**config.mk**
```make
export PLATFORM = sky130hd
export DESIGN_NAME = fifo_sync_thresh
export DESIGN_NICKNAME = d
export VERILOG_FILES = /design/src/rtl/fifo_sync_thresh.sv
export SDC_FILE = /design/constraint.sdc
export NUM_CORES = 1
export LEC_CHECK = 0
export CAP_MARGIN = 30
export CORE_UTILIZATION = 50
export CTS_CLUSTER_DIAMETER = 100
export DETAILED_ROUTE_END_ITERATION = 7
export HOLD_SLACK_MARGIN = 0.03
export PLACE_DENSITY_LB_ADDON = 0.05
export SYNTH_ARGS = -nofsm -noshare
export SYNTH_HDL_FRONTEND = slang
export SYNTH_SLANG_ARGS = --single-unit
```
**constraint.sdc**
```tcl
create_clock -name clock -period 2.4 [get_ports clock]
set_clock_uncertainty 0.1 [all_clocks]
set_input_delay 0.24 -clock clock [delete_from_list [all_inputs] [get_ports clock]]
set_output_delay 0.24 -clock clock [all_outputs]
set_load 0.1 [all_outputs]
```
**src/rtl/fifo_sync_thresh.sv**
```systemverilog
// ---- fifo_sync_thresh | synchronous FIFO with occupancy thresholds, sticky errors, optional FWFT | rev 1.0 ----
`default_nettype none

module fifo_sync_thresh #(
  parameter int DATA_WIDTH = 32,
  parameter int DEPTH      = 16,
  parameter int AF_THRESH  = DEPTH - 2,
  parameter int AE_THRESH  = 2,
  parameter bit FWFT       = 1'b0
) (
  input  logic                       clock,
  input  logic                       resetn,
  input  logic [DATA_WIDTH-1:0]      wr_data,
  input  logic                       wr_en,
  output logic                       full,
  output logic                       almost_full,
  input  logic                       rd_en,
  output logic [DATA_WIDTH-1:0]      rd_data,
  output logic                       empty,
  output logic                       almost_empty,
  output logic [$clog2(DEPTH):0]     level,
  output logic                       overflow,
  output logic                       underflow,
  input  logic                       clear_errors
);

  localparam int AW = $clog2(DEPTH);
  localparam int LW = AW + 1;
  localparam logic [LW-1:0] C_DEPTH = LW'(DEPTH);
  localparam logic [LW-1:0] C_AF    = LW'(AF_THRESH);
  localparam logic [LW-1:0] C_AE    = LW'(AE_THRESH);

  logic [DATA_WIDTH-1:0] mem [DEPTH];

  logic [AW-1:0] wr_ptr_q, rd_ptr_q;
  logic [LW-1:0] level_q, level_d;
  logic          full_q, empty_q, afull_q, aempty_q;
  logic          overflow_q, underflow_q;
  logic          wr_acc, rd_acc;

  // Flags gate acceptance independently: no pass-through when full, no bypass when empty.
  assign wr_acc = wr_en && !full_q;
  assign rd_acc = rd_en && !empty_q;

  always_comb begin
    level_d = level_q;
    case ({wr_acc, rd_acc})
      2'b10:   level_d = level_q + LW'(1);
      2'b01:   level_d = level_q - LW'(1);
      default: level_d = level_q;
    endcase
  end

  always_ff @(posedge clock or negedge resetn) begin
    if (!resetn) begin
      wr_ptr_q    <= '0;
      rd_ptr_q    <= '0;
      level_q     <= '0;
      full_q      <= 1'b0;
      empty_q     <= 1'b1;
      afull_q     <= 1'b0;
      aempty_q    <= 1'b1;
      overflow_q  <= 1'b0;
      underflow_q <= 1'b0;
    end else begin
      if (wr_acc) wr_ptr_q <= wr_ptr_q + AW'(1);
      if (rd_acc) rd_ptr_q <= rd_ptr_q + AW'(1);
      level_q  <= level_d;
      // Flags derive from the next level so they change on the same edge as level.
      full_q   <= (level_d == C_DEPTH);
      empty_q  <= (level_d == '0);
      afull_q  <= (level_d >= C_AF);
      aempty_q <= (level_d <= C_AE);
      overflow_q  <= (wr_en && full_q)  || (overflow_q  && !clear_errors);
      underflow_q <= (rd_en && empty_q) || (underflow_q && !clear_errors);
    end
  end

  // Storage is deliberately left out of reset.
  always_ff @(posedge clock) begin
    if (wr_acc) mem[wr_ptr_q] <= wr_data;
  end

  generate
    if (FWFT) begin : g_fwft
      assign rd_data = mem[rd_ptr_q];
    end else begin : g_reg_read
      logic [DATA_WIDTH-1:0] rd_data_q;
      always_ff @(posedge clock or negedge resetn) begin
        if (!resetn)     rd_data_q <= '0;
        else if (rd_acc) rd_data_q <= mem[rd_ptr_q];
      end
      assign rd_data = rd_data_q;
    end
  endgenerate

  assign full         = full_q;
  assign empty        = empty_q;
  assign almost_full  = afull_q;
  assign almost_empty = aempty_q;
  assign level        = level_q;
  assign overflow     = overflow_q;
  assign underflow    = underflow_q;

endmodule

`default_nettype wire

```
==> flow_summary_export.csv <==
group,metric,value,unit
worst_setup_path,critPathKind,"reg2reg",
global_routing,grt_antenna_before_repair,1,
synthesis,ys_seq_area_frac,0.7686,
pwr,p_sw_frac,0.3378,
worst_setup_path,crit_start,"empty",
worst_setup_path,cp-start-kind,"flip-flop",
synthesis,yosysWarningCount,0,
global_routing,grt_use_total,0.2186,
final_layout,area_growth,19.59,%
pwr,power,0.03291,W
route,avgRoutedWirePerCell,25.23,um
die,die_y,210.2,um
min_path,min_path_type,"in2reg",
die,die_area,44170,um2
placement,place_congestion,0.7560,
route,first_iter_violations,861,
placement,dp_hpwl,26720,um
synthesis,synth_ff_type,"edfxtp_1",
worst_setup_path,rr_worst_depth,11,
die,io_pins,80,
clocking,worstSkewPairLatency,0.61,ns
route,via_count,10280,
sta,min_period,2.380,ns
sta,rsz0062_at_grt,"yes",
global_routing,grt_pass1_vias,10880,
worst_setup_path,r2r_start,"empty",
clocking,cts_max_path_buffers,3,
sta,max_slew_margin,0.4028,
synthesis,netlist_area,21670,um2
final_layout,nFillCells,3017,
pwr,p_per_area,1270,nW/um2
clocking,tritoncts,"done",
worst_setup_path,endpoint,"empty",
die,die_w,210.2,um
sta,slew_violations,0,
global_routing,grt_overflow,0,
worst_setup_path,crit_fanout,4,
final_layout,layout_commonest_cell,"edfxtp_1",
synthesis,synth_cells,1021,
worst_setup_path,worstPathArrival,2.79,ns
final_layout,mostFrequentLayoutCells,"edfxtp_1, mux4_2, buf_4",
synthesis,ys_seq_elements,563,
pwr,intPower,0.02179,W
sta,timing.fmax,420.2,MHz
sta,setup_violations,0,
sta,tightestPinTransition,0.8959,ns
final_layout,stdcell_count,1823,
sta,hold_violations,0,
run_status,status,"completed",
pwr,pwr-share-clk,0.257,
global_routing,grt_max_degree,52,
die,coreArea,42320,um2
pwr,peakVddDrop,0.9378,mV
run,cap_violations,0,
clocking,h-tree-depth,2,
die,rows,75,
die,start_util,0.5120,
final_layout,fin_nets,1243,
synthesis,synthesis.nets,1065,
pwr,p_switching,0.01112,W
route,viasPerCell,5.639,
clocking,cts_made_buffers,56,
placement,io_buffers,79,
sta,fin_crit_sh,0.9917,
route,antenna_left,0,
route,dr.pass1.iters,5,
synthesis,ys_types,40,
placement,dp_cells,1715,
synthesis,synth_async_sr_flop_share,0.09059,
clocking,cts-root-buf,"clkbuf_16",
final_layout,drive_gt1_frac,0.3371,
pwr,power_frac_seq,0.388,
route,drc,0,
pwr,p_comb_frac,0.354,
worst_setup_path,cp.required,2.81,ns
final_layout,seqCellArea,16670,um2
sta,finalSetupTns,0,ns
final_layout,antenna_cells,0,
synthesis,syn_avg_cell_area,21.22,um2
worst_setup_path,end_kind,"flip-flop",
final_layout,multiInputGateArea,4778,um2
clocking,cts.clk_slew.worst_paths,0.06,ns
route,routed_wl,46000,um
global_routing,grt_pass1_wl,69590,um
worst_setup_path,r2r_end,"empty",
pwr,p_leak,8.770,nW
clocking,clock-sinks,563,
worst_setup_path,r2r_slack,0.02,ns
synthesis,synth_edf_count,512,
==> final cells by class <==
cell class	instances	area share
clock buffers	89	0.06427
flip-flops and latches	563	0.6434
well taps	577	0.02786
inverters	8	0.001255
multi-input cells	397	0.1844
repair buffers	173	0.07354
clock inverters	16	0.005311
==> layer usage <==
layer  vias to the layer above  GRT usage  wire (um)
met5                         -          0         12
met4                         2    0.04631        668
met3                        52    0.04455       2291
met2                       229     0.3546      22650
met1                      5470     0.3102      20380
li1                       4526          -          -
==> through the flow <==
stage	setup slack, ns	utilization	cell area, um2	hold WS, ns
2_1_floorplan	-0.3012	-	21720	-0.1556
3_3_place_gp	-0.2928	0.5676	24020	0.3142
3_5_place_dp	-0.3342	0.5676	24020	0.3231
4_1_cts	-0.01531	0.6118	25890	0.07289
5_1_grt	-0.06580	0.6123	25910	0.1031
6_report	0.02001	0.6123	25910	0.1158
==> sequential cells by signal, indices dropped and copies added (netlist names) <==
name / count
mem: 512
empty: 1
almost_full: 1
full: 1
almost_empty: 1
underflow: 1
overflow: 1
wr_ptr_q: 4
rd_ptr_q: 4
level: 5
rd_data: 32
==> cell families (layout without fill, tap and decap cells) <==
logic type / Yosys count / after routing / share of synthesized area
buffers and inverters: 61 / 286 / 0.01525
xor gates and xnor gates: 11 / 11 / 0.004447
muxes: 193 / 193 / 0.1657
and+or+nand+nor: 106 / 106 / 0.02223
adders and majority gates: 7 / 7 / 0.004042
AOI/OAI and AO/OA: 80 / 80 / 0.01975
DFF: 563 / 563 / 0.7686
==> critical path, stage by stage (launching register included) <==
cell,delay (ns)
dfstp_4,0.61
nand2b_4,0.14
inv_4,0.04
nand2_4,0.06
xnor2_2,0.11
ha_2,0.19
or3b_4,0.37
nand4_1,0.10
a21oi_2,0.08
xor2_2,0.18
buf_4,0.16
nor4_2,0.15
==> synth_stat cells, types with 2 or more instances <==
| cell type | count | area, um2 |
|---|---|---|
| mux4_2 | 124 | 2793 |
| nand4_1 | 3 | 18.77 |
| nand2_1 | 74 | 277.8 |
| inv_1 | 7 | 26.28 |
| mux2i_1 | 32 | 320.3 |
| and2_1 | 16 | 100.1 |
| mux2_2 | 33 | 371.6 |
| clkbuf_1 | 17 | 63.81 |
| xnor2_1 | 9 | 78.83 |
| xor2_1 | 2 | 17.52 |
| edfxtp_1 | 512 | 15370 |
| buf_1 | 5 | 18.77 |
| o211ai_1 | 2 | 15.01 |
| dfstp_2 | 2 | 52.55 |
| buf_6 | 6 | 67.56 |
| nor3_1 | 3 | 15.01 |
| o21ai_1 | 12 | 60.06 |
| dfrtp_1 | 49 | 1226 |
| a21oi_1 | 27 | 135.1 |
| mux4_1 | 4 | 105.1 |
| ha_1 | 7 | 87.58 |
| o21ai_0 | 33 | 165.2 |
| nor2_1 | 2 | 7.510 |
| nand2b_1 | 2 | 12.51 |
| buf_4 | 4 | 30.03 |
| buf_2 | 20 | 100.1 |
==> worst min path at each step <==
| stage | start | endpoint | slack (ns) | cells past startpoint |
|---|---|---|---|---|
| floorplan | resetn | almost_full | -0.16 | 0 |
| global placement | resetn | level[0] | 0.31 | 1 |
| detailed placement | resetn | level[0] | 0.32 | 1 |
| CTS | clear_errors | overflow | 0.07 | 2 |
| global route | clear_errors | overflow | 0.10 | 2 |
| finish | clear_errors | overflow | 0.12 | 2 |
==> power by group through the flow <==
stage	sequential [W]	clock (W)	combinational, W
2_1_floorplan	0.0151	0	0.00580
3_3_place_gp	0.0129	0	0.0117
3_5_place_dp	0.0130	0	0.0118
4_1_cts	0.0128	0.00865	0.0119
5_1_grt	0.0129	0.00899	0.0125
6_report	0.0128	0.00846	0.0117
==> repair_timing <==
action                                  in CTS  in global routing
gates cloned                                 0                  0
pin swaps                                    2                  2
hold buffers                                 1                  0
endpoints found under the hold margin       49                  0
buffers inserted                             1                  1
endpoints found under the setup margin       4                  6
resized for setup                            9                  4
(Power assumes the default switching activity.)
